==> src/rtl/bounce_game_ctrl.sv <==
// -----------------------------------------------------------------------------
// bounce_game_ctrl
//   Game-flow controller for a bouncing-ball game: tracks the BCD score, the
//   balls remaining and the game phase (NEWGAME / PLAY / NEWBALL / OVER), and
//   produces the freeze and GAME OVER display enables.
//
// Parameters
//   LIVES        balls per game (1..3), loaded into ball at game start
//   TIMER_TICKS  refresh ticks of hold time in NEWBALL / OVER (1..255)
//
// Ports
//   clk           in   system clock
//   rst_n         in   asynchronous active-low reset
//   refresh_tick  in   one-cycle frame-start pulse (paces the hold timer)
//   hit           in   one-cycle pulse, ball scored a point
//   miss          in   one-cycle pulse, ball lost
//   btn_jump      in   debounced level, rising edge starts play
//   btn_reset     in   debounced level, rising edge abandons the game
//   dig0 / dig1   out  score ones / tens digit, BCD, registered
//   ball          out  balls remaining, registered
//   graph_still   out  freeze ball and paddle motion (0 only in PLAY)
//   over_show     out  enable GAME OVER text (1 only in OVER)
//
// Build option
//   BOUNCE_SCORE_SAT_EN  defined: score saturates at 99; undefined: 99 wraps
//                        to 00.
// -----------------------------------------------------------------------------
module bounce_game_ctrl #(
    parameter int LIVES       = 3,
    parameter int TIMER_TICKS = 120
) (
    input  logic       clk,
    input  logic       rst_n,
    input  logic       refresh_tick,
    input  logic       hit,
    input  logic       miss,
    input  logic       btn_jump,
    input  logic       btn_reset,
    output logic [3:0] dig0,
    output logic [3:0] dig1,
    output logic [1:0] ball,
    output logic       graph_still,
    output logic       over_show
);

    localparam logic [1:0] LIVES_B = 2'(LIVES);
    localparam logic [7:0] TICKS_B = 8'(TIMER_TICKS);

    typedef enum logic [1:0] {NEWGAME, PLAY, NEWBALL, OVER} state_t;

    state_t     state_q, state_d;
    logic [3:0] dig0_q, dig0_d, dig1_q, dig1_d;
    logic [1:0] ball_q, ball_d;
    logic [7:0] timer_q, timer_d;
    logic       graph_still_q, graph_still_d;
    logic       over_show_q, over_show_d;
    logic       jump_prev_q, rst_prev_q;
    logic       jump_ev, rst_ev;

    // Previous-value registers reset to 1 so a button held through reset
    // produces no event when reset is released.
    assign jump_ev = btn_jump  & ~jump_prev_q;
    assign rst_ev  = btn_reset & ~rst_prev_q;

    // One-point BCD increment. Using >= 9 keeps the digits BCD even if a
    // digit were ever out of range.
    function automatic logic [7:0] bcd_inc(input logic [3:0] d1, input logic [3:0] d0);
        logic [3:0] n1, n0;
        n1 = d1;
        n0 = d0;
`ifdef BOUNCE_SCORE_SAT_EN
        if (d1 == 4'd9 && d0 == 4'd9) return {d1, d0};
`endif
        if (d0 >= 4'd9) begin
            n0 = 4'd0;
            n1 = (d1 >= 4'd9) ? 4'd0 : 4'(d1 + 4'd1);
        end else begin
            n0 = 4'(d0 + 4'd1);
        end
        return {n1, n0};
    endfunction

    // ---------------- state register (and datapath registers) ---------------
    always_ff @(posedge clk or negedge rst_n) begin
        if (!rst_n) begin
            state_q       <= NEWGAME;
            dig0_q        <= 4'd0;
            dig1_q        <= 4'd0;
            ball_q        <= LIVES_B;
            timer_q       <= 8'd0;
            graph_still_q <= 1'b1;
            over_show_q   <= 1'b0;
            jump_prev_q   <= 1'b1;
            rst_prev_q    <= 1'b1;
        end else begin
            state_q       <= state_d;
            dig0_q        <= dig0_d;
            dig1_q        <= dig1_d;
            ball_q        <= ball_d;
            timer_q       <= timer_d;
            graph_still_q <= graph_still_d;
            over_show_q   <= over_show_d;
            jump_prev_q   <= btn_jump;
            rst_prev_q    <= btn_reset;
        end
    end

    // ---------------- next-state logic ---------------------------------------
    always_comb begin
        state_d = state_q;
        if (rst_ev) begin
            state_d = NEWGAME;
        end else begin
            case (state_q)
                NEWGAME: if (jump_ev) state_d = PLAY;
                PLAY:    if (miss) state_d = (ball_q > 2'd1) ? NEWBALL : OVER;
                NEWBALL: if (jump_ev && timer_q == 8'd0) state_d = PLAY;
                OVER:    if (timer_q == 8'd0) state_d = NEWGAME;
                default: state_d = NEWGAME;
            endcase
        end
    end

    // ---------------- output / datapath logic --------------------------------
    always_comb begin
        dig0_d  = dig0_q;
        dig1_d  = dig1_q;
        ball_d  = ball_q;
        timer_d = timer_q;

        // Free-running hold timer: counts frames down, sticks at zero.
        if (refresh_tick && timer_q != 8'd0) timer_d = timer_q - 8'd1;

        if (rst_ev) begin
            dig0_d  = 4'd0;
            dig1_d  = 4'd0;
            ball_d  = LIVES_B;
            timer_d = 8'd0;
        end else begin
            case (state_q)
                PLAY: begin
                    // hit and miss together: both take effect.
                    if (hit) {dig1_d, dig0_d} = bcd_inc(dig1_q, dig0_q);
                    if (miss) begin
                        ball_d  = ball_q - 2'd1;
                        timer_d = TICKS_B;
                    end
                end
                OVER: begin
                    if (timer_q == 8'd0) begin
                        dig0_d = 4'd0;
                        dig1_d = 4'd0;
                        ball_d = LIVES_B;
                    end
                end
                default: ;
            endcase
        end

        // Registered flags follow the state being entered, so they line up
        // with state_q on the following cycle.
        graph_still_d = (state_d != PLAY);
        over_show_d   = (state_d == OVER);
    end

    assign dig0        = dig0_q;
    assign dig1        = dig1_q;
    assign ball        = ball_q;
    assign graph_still = graph_still_q;
    assign over_show   = over_show_q;

endmodule

==> config.mk <==
export PLATFORM = sky130hd
export DESIGN_NAME = bounce_game_ctrl
export DESIGN_NICKNAME = d
export VERILOG_FILES = /design/src/rtl/bounce_game_ctrl.sv
export SDC_FILE = /design/constraint.sdc
export NUM_CORES = 1
export LEC_CHECK = 0
export ABC_AREA = 1
export CAP_MARGIN = 20
export CORE_MARGIN = 1
export CORE_UTILIZATION = 54
export CTS_CLUSTER_DIAMETER = 100
export CTS_CLUSTER_SIZE = 25
export DETAILED_ROUTE_END_ITERATION = 16
export PLACE_DENSITY = 0.78
export SLEW_MARGIN = 20
export SYNTH_ARGS = -nofsm -noshare
export SYNTH_HDL_FRONTEND = slang
export SYNTH_SLANG_ARGS = --single-unit
==> constraint.sdc <==
create_clock -name clk -period 1.8 [get_ports clk]
set_clock_uncertainty 0.05 [all_clocks]
set_input_delay 0.27 -clock clk [delete_from_list [all_inputs] [get_ports clk]]
set_output_delay 0.27 -clock clk [all_outputs]
set_load 0.01 [all_outputs]
; Yosys cells after proc, flatten, opt, wreduce, memory -nomap -nowiden
; Index checks and enable logic that the tools add are counted.
[word_totals]
elab_cells = 63
register_bits = 24
[op_classes]
n_eq_ne = 9
addsub = 4
order_cmp = 3
bitwise_logic = 4
reduce_logical = 9
n_mux = 25
[op_table]
columns = op, n
row1 = $mux 4, 8
row2 = $mux 8, 4
row3 = $mux 2, 8
row4 = $pmux 4 s2, 2
row5 = $ne 3x3->1 const B, 4
row6 = $add 4x1->4 const B, 2
row7 = $ge 4x4->1 const B, 2
row8 = $logic_not 8->1, 1
row9 = $pmux 2 s4, 1
row10 = $reduce_bool 8->1, 1
row11 = $sub 8x1->8 const B, 1
row12 = $eq 2x2->1 const B, 3
row13 = $reduce_and 3->1, 2
row14 = $pmux 2 s2, 1
row15 = $reduce_and 4->1, 1
row16 = $reduce_bool 3->1, 1
row17 = $and 1x1->1, 2
row18 = $eq 2x1->1 const B, 1
row19 = $gt 2x1->1 const B, 1
row20 = $logic_and 1x1->1, 2
row21 = $logic_not 2->1, 1
row22 = $ne 2x1->1 const B, 1
row23 = $not 1->1, 2
row24 = $sub 2x1->2 const B, 1
row25 = $mux 1, 1

; Logic depth before layout (Yosys ltp)
; Gate-level depths: netlist of the first run.
[depth]
word_depth = 7
depth_mapped = 11
mapped_depth_nobuf = 11

; Worst setup path before layout of the first run
; Ideal clock, no wire load.
[synth_path]
path_type = register to register
startpoint = reg timer_q[0]
endpoint = reg dig1_q[3], in the netlist dig1[3]
n_path_buf = 0
arrival_ps = 1398
setup_ps = 123
stages_incl_launch_ff = 10
slack_ps = 229
cell_sequence = dfrtp_1 > inv_1 > ha_1 > nand3_1 > nor2_8 > nand2_4 > nand3_4 > nand2_4 > nand2_1 > o21ai_2
[synth_via]
elab_chain_len = 3
[synth_rtl]
columns = element, line
row1 = start: declaration, 54  ; logic [7:0] timer_q, timer_d;
row2 = start signal: assignment, 100  ; timer_q <= timer_d;
row3 = $logic_not 8->1, 150  ; if (timer_q == 8'd0) begin
row4 = $ne 3x3->1 (no source line), -
row5 = $reduce_and 4->1 (no source line), -
row6 = end signal: assignment, 98  ; dig1_q <= dig1_d;
row7 = end: declaration, 52  ; logic [3:0] dig0_q, dig0_d, dig1_q, dig1_d;
; No other way between the ends.
; A chain may end at the register's enable or synchronous reset.

; Final worst setup path of the first run
[layout_path]
startpoint = reg ball_q[1], in the netlist ball[1]
endpoint = out ball[1]
[layout_lines]
columns = element, line
row1 = start: declaration, 53  ; logic [1:0] ball_q, ball_d;
row2 = start signal: assignment, 99  ; ball_q <= ball_d;
row3 = end: declaration, 41  ; output logic [1:0] ball,
; No word-level cell between the ends.

==> results of run 1 <==
worst max path at each step:
stage	from	to	slack, ns	cells past startpoint
2_1_floorplan	timer_q[0]	dig1[3]	0.23	9
5_1_grt	ball[1]	ball[1]	0.04	1
3_3_place_gp	btn_reset	dig1[3]	0.14	8
6_report	ball[1]	ball[1]	0.08	1
4_1_cts	ball[0]	ball[0]	0.05	1
3_5_place_dp	btn_reset	dig1[3]	0.09	8
cell families (layout without fill, tap and decap cells):
kind of cell | count (synthesis) | after routing | share of synthesized area
flip-flops | 24 | 24 | 0.403
AO/OA/AOI/OAI | 25 | 25 | 0.0989
adder cells (fa/ha/maj) | 9 | 9 | 0.0748
AND/OR/NAND/NOR | 99 | 99 | 0.320
XOR/XNOR | 4 | 4 | 0.0233
buffers and inverters | 32 | 56 | 0.0798
power by group through the flow:
stage	Sequential (uW)	Combinational (uW)	Clock, uW
global route	1010	1590	267
global placement	978	1340	0
finish	981	1380	238
floorplan	996	918	0
detailed placement	993	1380	0
CTS	980	1390	244
placed cells by master, fill, tap and decap left out, drive strengths merged:
cell type / Yosys / layout
a21oi: 8 / 8
buf: 0 / 2
clkbuf: 0 / 4
clkdlybuf4s50: 0 / 17
dfrtp: 19 / 19
dfstp: 5 / 5
dlymetal6s2s: 0 / 1
ha: 9 / 9
inv: 32 / 32
nand2: 59 / 59
nand3: 12 / 12
nand3b: 1 / 1
nand4: 3 / 3
nor2: 22 / 22
nor3: 2 / 2
o211ai: 1 / 1
o21ai: 14 / 14
o31a: 1 / 1
o31ai: 1 / 1
xor2: 4 / 4
metrics by stage:
step	std cells	hold WS, ns	power [uW]	setup slack, ns
4_1_cts	247	0.256	2610	0.0473
2_1_floorplan	193	-0.0756	1910	0.229
3_5_place_dp	243	0.446	2370	0.0875
3_3_place_gp	243	0.445	2320	0.139
6_report	247	0.247	2600	0.0835
5_1_grt	247	0.299	2870	0.0426
metal layers:
metal,GRT usage,vias to the layer above,share of wire
met1,0.297,623,0.49
met2,0.404,22,0.47
met3,0.0333,5,0.032
met4,0.0684,0,0.011
met5,0,-,0
li1,-,657,-
repair_timing:
| item | in CTS | in global routing |
|---|---|---|
| resized for setup | 0 | 1 |
| buffers inserted | 0 | 0 |
| endpoints found under the setup margin | 0 | 1 |
| hold buffers | 0 | 0 |
sequential cells by signal, indices dropped and copies added (netlist names):
register	cells
dig1	4
jump_prev_q	1
dig0	4
ball	2
timer_q	8
state_q	2
graph_still	1
over_show	1
rst_prev_q	1
cell type report:
class	count	area (um2)
Multi-Input combinational cell	137	778
Sequential cell	24	607
Tap cell	30	37.5
Clock buffer	4	26.3
Timing Repair Buffer	20	198
Inverter	32	120
Fill cell	202	778
==> run summary, run 1 <==
outcome: finished, final reports clean
Ant. Diodes: 0
final worst path period share: 0.954
Vias per Instance: 5.29
largest net degree at the start of global routing: 25
Switch Pwr: 1170 uW
global route total overflow: 0
HP Class: input port to asynchronous set/reset pin
CTS Buffer Depth: 2
Port Buffers: 18
first-pass GRT wire length: 4970 um
PD cells: 1470 nW/um2
Final setup viols: 0
CTS tree: yes
Post-Synthesis Cells: 193
TritonRoute pass-1 iters: 4
Yosys top cell area share: 0.316
crit path cell chain: clkdlybuf4s50_1
final core area utilization: 0.694
Leak: 0.000945 uW
TritonCTS Buffers: 3
Sequential Power Share: 0.377
area leader, netlist: dfrtp_1
Detailed Place HPWL: 2280 um
flops & latches, synth: 24
Area Overhead vs Synth: 17.4%
slowest CP cell: dfstp_2
cell area after layout: 1770 um2
Final Routed Wirelength: 2930 um
Combinational Power Share: 0.531
worst-margin pin slew: 0.304 ns
Post-synth ARST share: 1.00
Largest delay share family, worst path: flip-flops
slew margin rel.: 0.798
Tot GR Track Use: 0.233
max_cap viols: 0
syn nets: 209
Internal: 1430 uW
internal reg-to-reg setup slack: 0.17 ns
FF-to-FF path depth: 9
Max Clock Freq: 0.583 GHz
Initial Util: 0.591
worst path bufs/invs: 1
Commonest cells post-synth: 53 x nand2_1, 23 x inv_1, 19 x dfrtp_1
clock-pin slew on the worst setup and hold paths: 0.12 ns
clk root buf: clkbuf_4
layout cells sized above 1: 0.166
Post-synth EDFFs: 0
Worst Path Required: 1.48 ns
CP Launch Type: register
Synthesis Warnings: 0
antenna-violating nets left: 0
post-synthesis cell area: 1510 um2
Die Ht: 54.8 um
via count: 1,307
antenna violations before repair: 0
H-tree levels: 1
num rows: 18
Main synth FF type: dfrtp_1
Core Region: 2540 um2
library cells used by synthesis: 25
most frequent cell after synthesis: nand2_1
TritonCTS Sinks: 24
R2R Path End: dig1[2]
Sw Ratio: 0.451
setup_tns: 0 ns
clock power share: 0.091
crit end category: output port
crit path max fanout: 3
CP Class: register to output port
gpl congestion: 0.866
RSZ-0062 raised after global routing: no
clk_lat worst skew: 0.31 ns
R2R Path Start: timer_q[1]
Min Clock Period, post-route: 1.72 ns
VDD IR-drop max: 1.02 mV
vias in the first global route: 1,212
top cells by area, synth: dfrtp_1 32%, nand2_1 13%, dfstp_2 8.7%
initial DRC count: 21
I/O pin cnt: 19
nets: 234
Slew Limit Fails: 0
number of remaining DRC errors: 0
crit path DAT: 1.40 ns
Die Wd: 54.8 um
Synth Area per Inst: 7.80 um2
final hold vios: 0
placed cell area: 1740 um2
die area: 3000 um2
WL per Instance: 11.9 um
Critical Path Max Stage Delay: 0.56 ns
register area share after synthesis: 0.403
No activity file was read; power rests on OpenSTA's default activity.
==> run 2, diff against run 1 <==
Settings changed: CORE_MARGIN 1 to 2.
==> run 2 against run 1 <==
Non-clock buffer count increased by 1. Cell count increased by 0.81%. Critical path depth unchanged. Combinational power barely moved. Routed wire length fell by 1.8%. Via count is 4.0% lower. Final area up 0.92%. Total power increased by 1.8%. Core utilization is 3.6 points lower. Sequential cell count is the same. Maximum frequency is essentially flat. Clock power is 16% higher. Critical path type unchanged. Critical endpoint unchanged. Largest power group unchanged. Highest routed layer unchanged.
==> run summary, run 2 (synthesized netlist as in run 1, its figures left out) <==
Final setup viols: 0
Die Wd: 56.8 um
Leak: 0.000952 uW
CTS Hold Buffers Added: 0
slew margin rel.: 0.803
max reg flops: 8
initial DRC count: 36
CP Class: register to output port
Fillers: 236
clk root buf: clkbuf_4
clk_lat worst skew: 0.31 ns
Min Clock Period, post-route: 1.72 ns
FF-to-FF path depth: 9
VDD IR-drop max: 1.02 mV
Max Clock Freq: 0.582 GHz
antenna violations before repair: 0
Area Overhead vs Synth: 18.5%
crit end category: output port
crit path max fanout: 3
Initial Util: 0.555
Critical Path Max Stage Delay: 0.56 ns
crit path cell chain: clkdlybuf4s50_1
setup_tns: 0 ns
PD cells: 1490 nW/um2
max_cap viols: 0
via count: 1,255
global route total overflow: 0
cell depth of the worst setup path: 1
worst-margin pin slew: 0.295 ns
most common cell after layout, fill and taps aside: nand2_1
Tot GR Track Use: 0.211
most frequent cells in the layout: 53 x nand2_1, 23 x inv_1, 19 x dfrtp_1
H-tree levels: 1
Die Ht: 56.8 um
Ant. Diodes: 0
die area: 3230 um2
vias in the first global route: 1,240
TritonRoute pass-1 iters: 4
I/O pin cnt: 19
Slew Limit Fails: 0
largest net degree at the start of global routing: 25
slowest CP cell: dfstp_2
Vias per Instance: 5.04
Hold Slack: 0.244 ns
outcome: finished, final reports clean
Worst Path Required: 1.48 ns
CTS tree: yes
antenna-violating nets left: 0
Largest delay share family, worst path: flip-flops
num rows: 19
number of remaining DRC errors: 0
layout cells sized above 1: 0.174
first-pass GRT wire length: 5320 um
final worst path period share: 0.954
TritonCTS Buffers: 3
crit path DAT: 1.40 ns
clock-pin slew on the worst setup and hold paths: 0.12 ns
CTS Buffer Depth: 2
nets: 235
Detailed Place HPWL: 2310 um
final hold vios: 0
Core Region: 2710 um2
WL per Instance: 11.5 um
gpl congestion: 0.862
Final Routed Wirelength: 2870 um
HP Class: input port to asynchronous set/reset pin
Port Buffers: 18
worst path bufs/invs: 1
largest reg by FF count: timer_q
CP Launch Type: register
TritonCTS Sinks: 24
RSZ-0062 raised after global routing: no
-- run 2: cell types whose count changed in the layout (fill, tap and decap cells not counted), sizes merged --
cell | previous run | this run
buf | 2 | 3
dlymetal6s2s | 1 | 0
clkdlybuf4s50 | 17 | 18
-- run 2: worst paths after layout --
check / startpoint / to / slack [ns]
max: ball[1] / ball[1] / 0.08
min: rst_n / timer_q[7] / 0.24
max reg2reg: timer_q[1] / dig1[2] / 0.16
min reg2reg: ball[1] / ball[1] / 0.47
max in group asynchronous: rst_n / rst_prev_q / 1.17
min in group clk: btn_jump / jump_prev_q / 0.33
-- run 2: report_power, final --
part | total, uW | switching (uW) | internal (uW) | leakage (uW)
registers | 977 | 216 | 761 | 0.000296
clock network | 275 | 151 | 123 | 0.0000210
logic | 1400 | 800 | 599 | 0.000635
total | 2650 | 1170 | 1480 | 0.000952
-- run 2: cell type report --
| cell class | count | area, um2 | share of cell area |
|---|---|---|---|
| Inverter | 32 | 120 | 0.0674 |
| Timing Repair Buffer | 21 | 203 | 0.114 |
| Tap cell | 31 | 38.8 | 0.0218 |
| Multi-Input combinational cell | 137 | 778 | 0.436 |
| Clock buffer | 4 | 36.3 | 0.0204 |
| Sequential cell | 24 | 607 | 0.340 |
-- run 2: metrics by stage --
step | instance area, um2 | worst slack (ns) | total power (uW) | cells | utilization
3_5_place_dp | 1740 | 0.0793 | 2370 | 244 | 0.642
3_3_place_gp | 1740 | 0.132 | 2320 | 244 | 0.642
5_1_grt | 1780 | 0.0240 | 2930 | 249 | 0.658
6_report | 1780 | 0.0830 | 2650 | 249 | 0.658
4_1_cts | 1780 | 0.0374 | 2660 | 248 | 0.655
2_1_floorplan | 1510 | 0.229 | 1910 | 193 | -
-- run 2: repair_timing --
| action | 4_1_cts | 5_1_grt |
|---|---|---|
| endpoints found under the setup margin | 0 | 1 |
| setup buffers | 0 | 1 |
| resized for setup | 0 | 0 |
-- run 2: routing by layer --
layer	GRT usage	share of wire	vias to the layer above
met5	0	0	-
met4	0.103	0.018	0
met3	0.0253	0.023	6
met2	0.342	0.49	18
met1	0.279	0.47	572
li1	-	-	659
